--- src/rtl/int_alu_pipe.sv ---
// Single-cycle integer ALU feeding a small writeback FIFO with sequence-based kill and a registered branch port.
// Optional macro ALU_BITMANIP_EN adds CLZ/CTZ/CPOP; otherwise those opcodes are illegal.
module int_alu_pipe #(
    parameter int XLEN  = 32,
    parameter int SQN_W = 6,
    parameter int TAG_W = 6,
    parameter int DEPTH = 4
) (
    input  logic             clk,
    input  logic             rst,
    input  logic             in_valid,
    output logic             in_ready,
    input  logic [4:0]       in_op,
    input  logic [XLEN-1:0]  in_a,
    input  logic [XLEN-1:0]  in_b,
    input  logic [XLEN-1:0]  in_imm,
    input  logic [XLEN-1:0]  in_pc,
    input  logic [TAG_W-1:0] in_tag,
    input  logic [SQN_W-1:0] in_sqn,
    input  logic             in_pred_taken,
    input  logic             inv_valid,
    input  logic [SQN_W-1:0] inv_sqn,
    output logic             out_valid,
    input  logic             out_ready,
    output logic [XLEN-1:0]  out_result,
    output logic [TAG_W-1:0] out_tag,
    output logic [SQN_W-1:0] out_sqn,
    output logic             out_exc,
    output logic             br_valid,
    output logic             br_taken,
    output logic             br_mispred,
    output logic [XLEN-1:0]  br_target,
    output logic [SQN_W-1:0] br_sqn
);
    localparam int PW  = $clog2(DEPTH);
    localparam int SHW = $clog2(XLEN);
    localparam logic [PW-1:0]   PTR_ONE = PW'(1);
    localparam logic [XLEN-1:0] PC_INC  = XLEN'(3'd4);

    localparam logic [4:0] OP_ADD = 5'd0, OP_SUB = 5'd1, OP_XOR = 5'd2, OP_OR = 5'd3,
        OP_AND = 5'd4, OP_SLL = 5'd5, OP_SRL = 5'd6, OP_SRA = 5'd7, OP_SLT = 5'd8,
        OP_SLTU = 5'd9, OP_PASSB = 5'd10, OP_BEQ = 5'd11, OP_BNE = 5'd12, OP_BLT = 5'd13,
        OP_BGE = 5'd14, OP_BLTU = 5'd15, OP_BGEU = 5'd16, OP_JAL = 5'd17, OP_JALR = 5'd18,
        OP_CLZ = 5'd19, OP_CTZ = 5'd20, OP_CPOP = 5'd21;

    // Wrapping sequence compare: s is younger than r when (s - r) is strictly positive.
    function automatic logic f_younger(input logic [SQN_W-1:0] s, input logic [SQN_W-1:0] r);
        logic [SQN_W-1:0] d;
        d = s - r;
        return (d != '0) && !d[SQN_W-1];
    endfunction

`ifdef ALU_BITMANIP_EN
    function automatic logic [XLEN-1:0] f_clz(input logic [XLEN-1:0] v);
        logic [XLEN-1:0] n;
        logic            done;
        n = '0;
        done = 1'b0;
        for (int i = XLEN - 1; i >= 0; i--) begin
            if (!done && !v[i]) n = n + XLEN'(1'b1);
            else done = 1'b1;
        end
        return n;
    endfunction

    function automatic logic [XLEN-1:0] f_ctz(input logic [XLEN-1:0] v);
        logic [XLEN-1:0] n;
        logic            done;
        n = '0;
        done = 1'b0;
        for (int i = 0; i < XLEN; i++) begin
            if (!done && !v[i]) n = n + XLEN'(1'b1);
            else done = 1'b1;
        end
        return n;
    endfunction

    function automatic logic [XLEN-1:0] f_cpop(input logic [XLEN-1:0] v);
        logic [XLEN-1:0] n;
        n = '0;
        for (int i = 0; i < XLEN; i++) n = n + XLEN'(v[i]);
        return n;
    endfunction
`endif

    logic [XLEN-1:0]  res_q [DEPTH];
    logic [XLEN-1:0]  res_d [DEPTH];
    logic [TAG_W-1:0] tag_q [DEPTH];
    logic [TAG_W-1:0] tag_d [DEPTH];
    logic [SQN_W-1:0] sqn_q [DEPTH];
    logic [SQN_W-1:0] sqn_d [DEPTH];
    logic             exc_q [DEPTH];
    logic             exc_d [DEPTH];
    logic             kill_q [DEPTH];
    logic             kill_d [DEPTH];
    logic [PW-1:0]    wr_ptr_q, wr_ptr_d, rd_ptr_q, rd_ptr_d;
    logic [PW:0]      count_q, count_d;
    logic             br_valid_q, br_valid_d, br_taken_q, br_taken_d, br_mispred_q, br_mispred_d;
    logic [XLEN-1:0]  br_target_q, br_target_d;
    logic [SQN_W-1:0] br_sqn_q, br_sqn_d;

    logic            accept_s, is_cbr_s, is_br_s, push_s, pop_s, empty_s, alu_exc_s, taken_s;
    logic [XLEN-1:0] alu_res_s, jalr_sum_s;

    // Issue decode and ALU evaluation.
    always_comb begin
        accept_s   = in_valid && in_ready && !(inv_valid && f_younger(in_sqn, inv_sqn));
        is_cbr_s   = (in_op >= OP_BEQ) && (in_op <= OP_BGEU);
        is_br_s    = (in_op >= OP_BEQ) && (in_op <= OP_JALR);
        push_s     = accept_s && !is_cbr_s;
        alu_res_s  = '0;
        alu_exc_s  = 1'b0;
        taken_s    = 1'b0;
        jalr_sum_s = in_a + in_imm;
        case (in_op)
            OP_ADD:   alu_res_s = in_a + in_b;
            OP_SUB:   alu_res_s = in_a - in_b;
            OP_XOR:   alu_res_s = in_a ^ in_b;
            OP_OR:    alu_res_s = in_a | in_b;
            OP_AND:   alu_res_s = in_a & in_b;
            OP_SLL:   alu_res_s = in_a << in_b[SHW-1:0];
            OP_SRL:   alu_res_s = in_a >> in_b[SHW-1:0];
            OP_SRA:   alu_res_s = $unsigned($signed(in_a) >>> in_b[SHW-1:0]);
            OP_SLT:   alu_res_s = XLEN'($signed(in_a) < $signed(in_b));
            OP_SLTU:  alu_res_s = XLEN'(in_a < in_b);
            OP_PASSB: alu_res_s = in_b;
            OP_BEQ:   taken_s = (in_a == in_b);
            OP_BNE:   taken_s = (in_a != in_b);
            OP_BLT:   taken_s = ($signed(in_a) < $signed(in_b));
            OP_BGE:   taken_s = ($signed(in_a) >= $signed(in_b));
            OP_BLTU:  taken_s = (in_a < in_b);
            OP_BGEU:  taken_s = (in_a >= in_b);
            OP_JAL, OP_JALR: begin
                alu_res_s = in_pc + PC_INC;
                taken_s   = 1'b1;
            end
`ifdef ALU_BITMANIP_EN
            OP_CLZ:   alu_res_s = f_clz(in_a);
            OP_CTZ:   alu_res_s = f_ctz(in_a);
            OP_CPOP:  alu_res_s = f_cpop(in_a);
`endif
            default:  alu_exc_s = 1'b1;
        endcase
    end

    // FIFO bookkeeping: push, pop/auto-discard of killed heads, and sequence-based kill marking.
    always_comb begin
        empty_s   = (count_q == '0);
        out_valid = !empty_s && !kill_q[rd_ptr_q];
        pop_s     = !empty_s && (kill_q[rd_ptr_q] || out_ready);
        in_ready  = (count_q != (PW + 1)'(DEPTH));
        wr_ptr_d  = push_s ? wr_ptr_q + PTR_ONE : wr_ptr_q;
        rd_ptr_d  = pop_s ? rd_ptr_q + PTR_ONE : rd_ptr_q;
        case ({push_s, pop_s})
            2'b10:   count_d = count_q + (PW + 1)'(1'b1);
            2'b01:   count_d = count_q - (PW + 1)'(1'b1);
            default: count_d = count_q;
        endcase
        for (int i = 0; i < DEPTH; i++) begin
            if (push_s && (wr_ptr_q == PW'(i))) begin
                res_d[i]  = alu_res_s;
                tag_d[i]  = in_tag;
                sqn_d[i]  = in_sqn;
                exc_d[i]  = alu_exc_s;
                kill_d[i] = 1'b0;
            end else begin
                res_d[i]  = res_q[i];
                tag_d[i]  = tag_q[i];
                sqn_d[i]  = sqn_q[i];
                exc_d[i]  = exc_q[i];
                kill_d[i] = kill_q[i] || (inv_valid && f_younger(sqn_q[i], inv_sqn));
            end
        end
        out_result = res_q[rd_ptr_q];
        out_tag    = tag_q[rd_ptr_q];
        out_sqn    = sqn_q[rd_ptr_q];
        out_exc    = exc_q[rd_ptr_q];
    end

    // Branch resolution capture; the pulse is squashed if the very next cycle invalidates it.
    always_comb begin
        br_valid_d = accept_s && is_br_s;
        if (accept_s && is_br_s) begin
            br_taken_d   = taken_s;
            br_mispred_d = (in_op == OP_JALR) || (taken_s != in_pred_taken);
            br_sqn_d     = in_sqn;
            if (in_op == OP_JALR) br_target_d = {jalr_sum_s[XLEN-1:1], 1'b0};
            else if (taken_s) br_target_d = in_imm;
            else br_target_d = in_pc + PC_INC;
        end else begin
            br_taken_d   = br_taken_q;
            br_mispred_d = br_mispred_q;
            br_sqn_d     = br_sqn_q;
            br_target_d  = br_target_q;
        end
        br_valid   = br_valid_q && !(inv_valid && f_younger(br_sqn_q, inv_sqn));
        br_taken   = br_taken_q;
        br_mispred = br_mispred_q;
        br_target  = br_target_q;
        br_sqn     = br_sqn_q;
    end

    // State registers with synchronous reset.
    always_ff @(posedge clk) begin
        if (rst) begin
            wr_ptr_q     <= '0;
            rd_ptr_q     <= '0;
            count_q      <= '0;
            br_valid_q   <= 1'b0;
            br_taken_q   <= 1'b0;
            br_mispred_q <= 1'b0;
            br_target_q  <= '0;
            br_sqn_q     <= '0;
            for (int i = 0; i < DEPTH; i++) begin
                res_q[i]  <= '0;
                tag_q[i]  <= '0;
                sqn_q[i]  <= '0;
                exc_q[i]  <= 1'b0;
                kill_q[i] <= 1'b0;
            end
        end else begin
            wr_ptr_q     <= wr_ptr_d;
            rd_ptr_q     <= rd_ptr_d;
            count_q      <= count_d;
            br_valid_q   <= br_valid_d;
            br_taken_q   <= br_taken_d;
            br_mispred_q <= br_mispred_d;
            br_target_q  <= br_target_d;
            br_sqn_q     <= br_sqn_d;
            for (int i = 0; i < DEPTH; i++) begin
                res_q[i]  <= res_d[i];
                tag_q[i]  <= tag_d[i];
                sqn_q[i]  <= sqn_d[i];
                exc_q[i]  <= exc_d[i];
                kill_q[i] <= kill_d[i];
            end
        end
    end
endmodule

--- config.mk ---
export PLATFORM = sky130hd
export DESIGN_NAME = int_alu_pipe
export DESIGN_NICKNAME = d
export VERILOG_FILES = /design/src/rtl/int_alu_pipe.sv
export SDC_FILE = /design/constraint.sdc
export NUM_CORES = 1
export LEC_CHECK = 0
export BUFFER_PORTS_ARGS = -buffer_cell sky130_fd_sc_hd__buf_2
export CORE_MARGIN = 5
export CORE_UTILIZATION = 35
export DETAILED_ROUTE_END_ITERATION = 10
export GPL_TIMING_DRIVEN = 0
export PLACE_DENSITY = 0.54
export SLEW_MARGIN = 20
export SYNTH_ARGS = -nofsm -noshare
export SYNTH_HDL_FRONTEND = slang
export SYNTH_SLANG_ARGS = --single-unit
--- constraint.sdc ---
create_clock -name clk -period 5.68 [get_ports clk]
set_input_delay 0 -clock clk [delete_from_list [all_inputs] [get_ports clk]]
set_output_delay 0 -clock clk [all_outputs]
set_load 0.01 [all_outputs]
==> flow_summary.yaml <==
outcome:
  status: "finished, final reports clean"
placement:
  place_congestion: 1.05
  place_hpwl_um: 89400
  port_buffers: 241
  post-place-ws_ns: -0.556
clock_network:
  insertion_delay_ns: 0.54
  postCtsSetupRepairBufs: 0
  clockRootBuffer: "clkbuf_16"
  cts.sinks: 234
  cts_buffers: 26
  clock_path_buffers: 3
  htreeDepth: 1
  clk_pin_slew_ns: 0.06
  cts_tree: "done"
synthesis:
  syn_area_per_cell_um2: 8.67
  yosys-top-cells-count: "nor2_1, a21oi_1, ha_1, edfxtp_1, nand2_1"
  ys.flop_type: "edfxtp_1"
  yosys-top-cells-area: "edfxtp_1, mux4_2, ha_1, dfxtp_1, nor2_1"
  synth_nets: 2929
  synth.cell_area_um2: 22500
  syn_inst: 2599
  async_flop_share_pct: 0
  ys_types: 87
  ys_ff_latch: 234
  yosys.cell_count.top_type: "nor2_1"
  yosysTopAreaCell: "edfxtp_1"
  yosysSeqAreaShare_pct: 27.7
  synth_edf_count: 156
  yosys.area.top_type_share_pct: 20.8
  ys_warn_count: 0
timing:
  report.final.setup_viol: 0
  max_freq_mhz: 181
  fin_ws_ns: 0.153
  fin_crit_sh_pct: 97.3
  maxSlewHeadroom_pct: 19.4
  finalClockSkew_ns: 0.0164
  min_period_ns: 5.53
  rsz0062_at_grt: "false"
  slew_violations: 0
  hold_viol: 0
  tns_ns: 0
  worstMarginPinSlew_ns: 1.20
critical_path:
  start_kind: "input port"
  worstSetupEndpointType: "flop"
  critPathArrivalTime_ns: 5.96
  path_class: "input port to flop"
  path_max_fanout: 11
  cp.required_ns: 6.11
global_routing:
  grt_usage_pct: 31.2
  grt_pass1_wl_um: 163000
  met3_usage_pct: 6.84
  grt_overflow_total: 0
  antenna_found_initial: 5
  grt_use_met2_pct: 49.7
  grt_pass1_vias: 23087
  met1_usage_pct: 41.5
  grt_max_degree: 43
  grt-busiest-layer: "met2"
routing:
  dr.pass1.iters: 6
  wirelength_um: 115000
  drt-wirelength-per-cell_um: 30.2
  drt_iter0_markers: 2400
  post-route-drc-count: 0
  postRouteAntennaNets: 0
  vias: 23853
  detail_route.vias_per_cell: 6.28
final_layout:
  fill_cells: 6504
  multi_input_area_um2: 15100
  nets: 3248
  final_layout_size_suffix_gt1_share_pct: 15.4
  seqCellArea_um2: 6250
  synthToLayoutAreaGrowth_pct: 16.6
power:
  internal-power_mw: 3.92
  power_mw: 6.29
  clkPwrFrac_pct: 27.0
  switchingPower_mw: 2.37
  leakage_nw: 10.5
  powerDensity_nw_per_um2: 239
  pwr-share-seq_pct: 32.4
  p_sw_share_pct: 37.7
  comb_power_share_pct: 40.6
  vdd_ir_drop_max_v: 0.000205
floorplan:
  die_h_um: 264
  dieArea_um2: 69600
  row_count: 93
  start_util_pct: 35.1
  die_w_um: 264
  core-area_um2: 64100
  ios: 245
job:
  cap_violations: 0
worst_hold_path:
  hold_path_class: "input port to flop"
## per-layer routing
layer	up-vias	routed length, µm
met1	11794	47000
met3	301	10400
li1	10395	-
met4	4	6140
met2	1359	51200
met5	-	32
## registers in the layout (all words and copies together) (netlist names), 2 cells and up, named ones only
signal,flops
br_sqn,6
br_target,32
count_q,3
exc_q,4
kill_q,4
rd_ptr_q,2
res_q,128
sqn_q,24
tag_q,24
wr_ptr_q,2
## path summary, 6_finish.rpt
check	from	endpoint	slack, ns	cells after the start
hold reg to reg	br_target[30]	br_target[30]	0.48	2
hold / removal	in_pc[27]	br_target[27]	0.02	4
setup / recovery	in_b[2]	br_target[2]	0.15	16
setup reg to reg	flop	count_q[2]	2.54	10
## repair_timing
action	4_1_cts	5_1_grt
gates resized for setup	1	1
hold endpoints to repair	91	0
setup endpoints to repair	1	6
hold buffers	49	0
## area by class of cell
cell class                 count  share of cell area [%]
multi-input combinational   2049                    57.5
inverter                     142                    2.05
buffer                       173                    2.68
clock inverter                11                   0.414
clock buffer                  37                    2.84
sequential                   234                    23.8
timing repair buffer         292                    6.61
antenna                        3                  0.0286
tap                          855                    4.07
## stage by stage
stage | util (%) | instances | area (µm²) | hold slack (ns)
3_5_place_dp | 38.8 | 3697 | 24900 | 0.301
5_1_grt | 41.0 | 3794 | 26300 | 0.0242
3_3_place_gp | 38.7 | 3695 | 24800 | 0.302
6_report | 41.0 | 3796 | 26300 | 0.0242
2_1_floorplan | - | 2599 | 22500 | 0.102
4_1_cts | 40.9 | 3794 | 26300 | 0.00106
## cells by family (layout without fill, tap and decap cells)
kind of cell / after synthesis / after routing / share of synthesized area [%]
AND/OR/NAND/NOR: 910 / 910 / 19.1
AO/OA/AOI/OAI: 701 / 701 / 21.0
buffers and inverters: 316 / 655 / 5.50
flip-flops: 234 / 234 / 27.7
adder cells (fa/ha/maj): 173 / 173 / 9.94
multiplexers: 163 / 163 / 12.8
XOR/XNOR: 102 / 102 / 3.96
other: 0 / 3 / 0
## worst max-delay path, cell delays in order
cell and delay (ns):
buf_2 0.18, inv_1 0.21, buf_1 0.53, buf_1 0.54
clkbuf_2 0.46, ha_1 0.32, nand2b_1 0.21, a221oi_1 0.51
o211ai_1 0.33, o211a_2 0.39, o221ai_4 0.29, mux2i_2 0.67
nor2_4 0.19, or3_1 0.34, a41o_1 0.21, dlygate4sd3_1 0.55
## cells in the final DEF (no fill, tap or decap), types with 21 or more instances in the layout
cell and instances:
nand2b_1 22, buf_2 253, nand4_1 32, mux4_2 98, nor2_1 371, a311oi_1 21
xor2_1 43, dlygate4sd3_1 49, clkbuf_16 28, o211ai_1 33, a211oi_1 46, a22oi_1 21
inv_1 135, xnor2_1 59, a21o_1 38, and2_1 38, nand3_1 68, a221oi_1 27
dfxtp_1 78, ha_1 163, edfxtp_1 156, a22o_1 21, o21bai_1 21, nand2_1 154
buf_1 27, o21ai_0 115, clkbuf_1 135, or3_1 32, a21oi_1 181, o22ai_1 21
mux2i_1 54, nor3_1 80, a31oi_1 34
## power by group through the flow
| stage | Clock [mW] | Combinational (mW) | Sequential, mW |
|---|---|---|---|
| after global routing | 1.79 | 2.71 | 2.05 |
| after detailed placement | 0 | 2.48 | 2.07 |
| after CTS | 1.72 | 2.51 | 2.04 |
| final | 1.70 | 2.55 | 2.04 |
| after floorplan | 0 | 1.51 | 2.06 |
| after global placement | 0 | 2.45 | 2.07 |
Note: power is estimated with default switching activity, not from simulation.
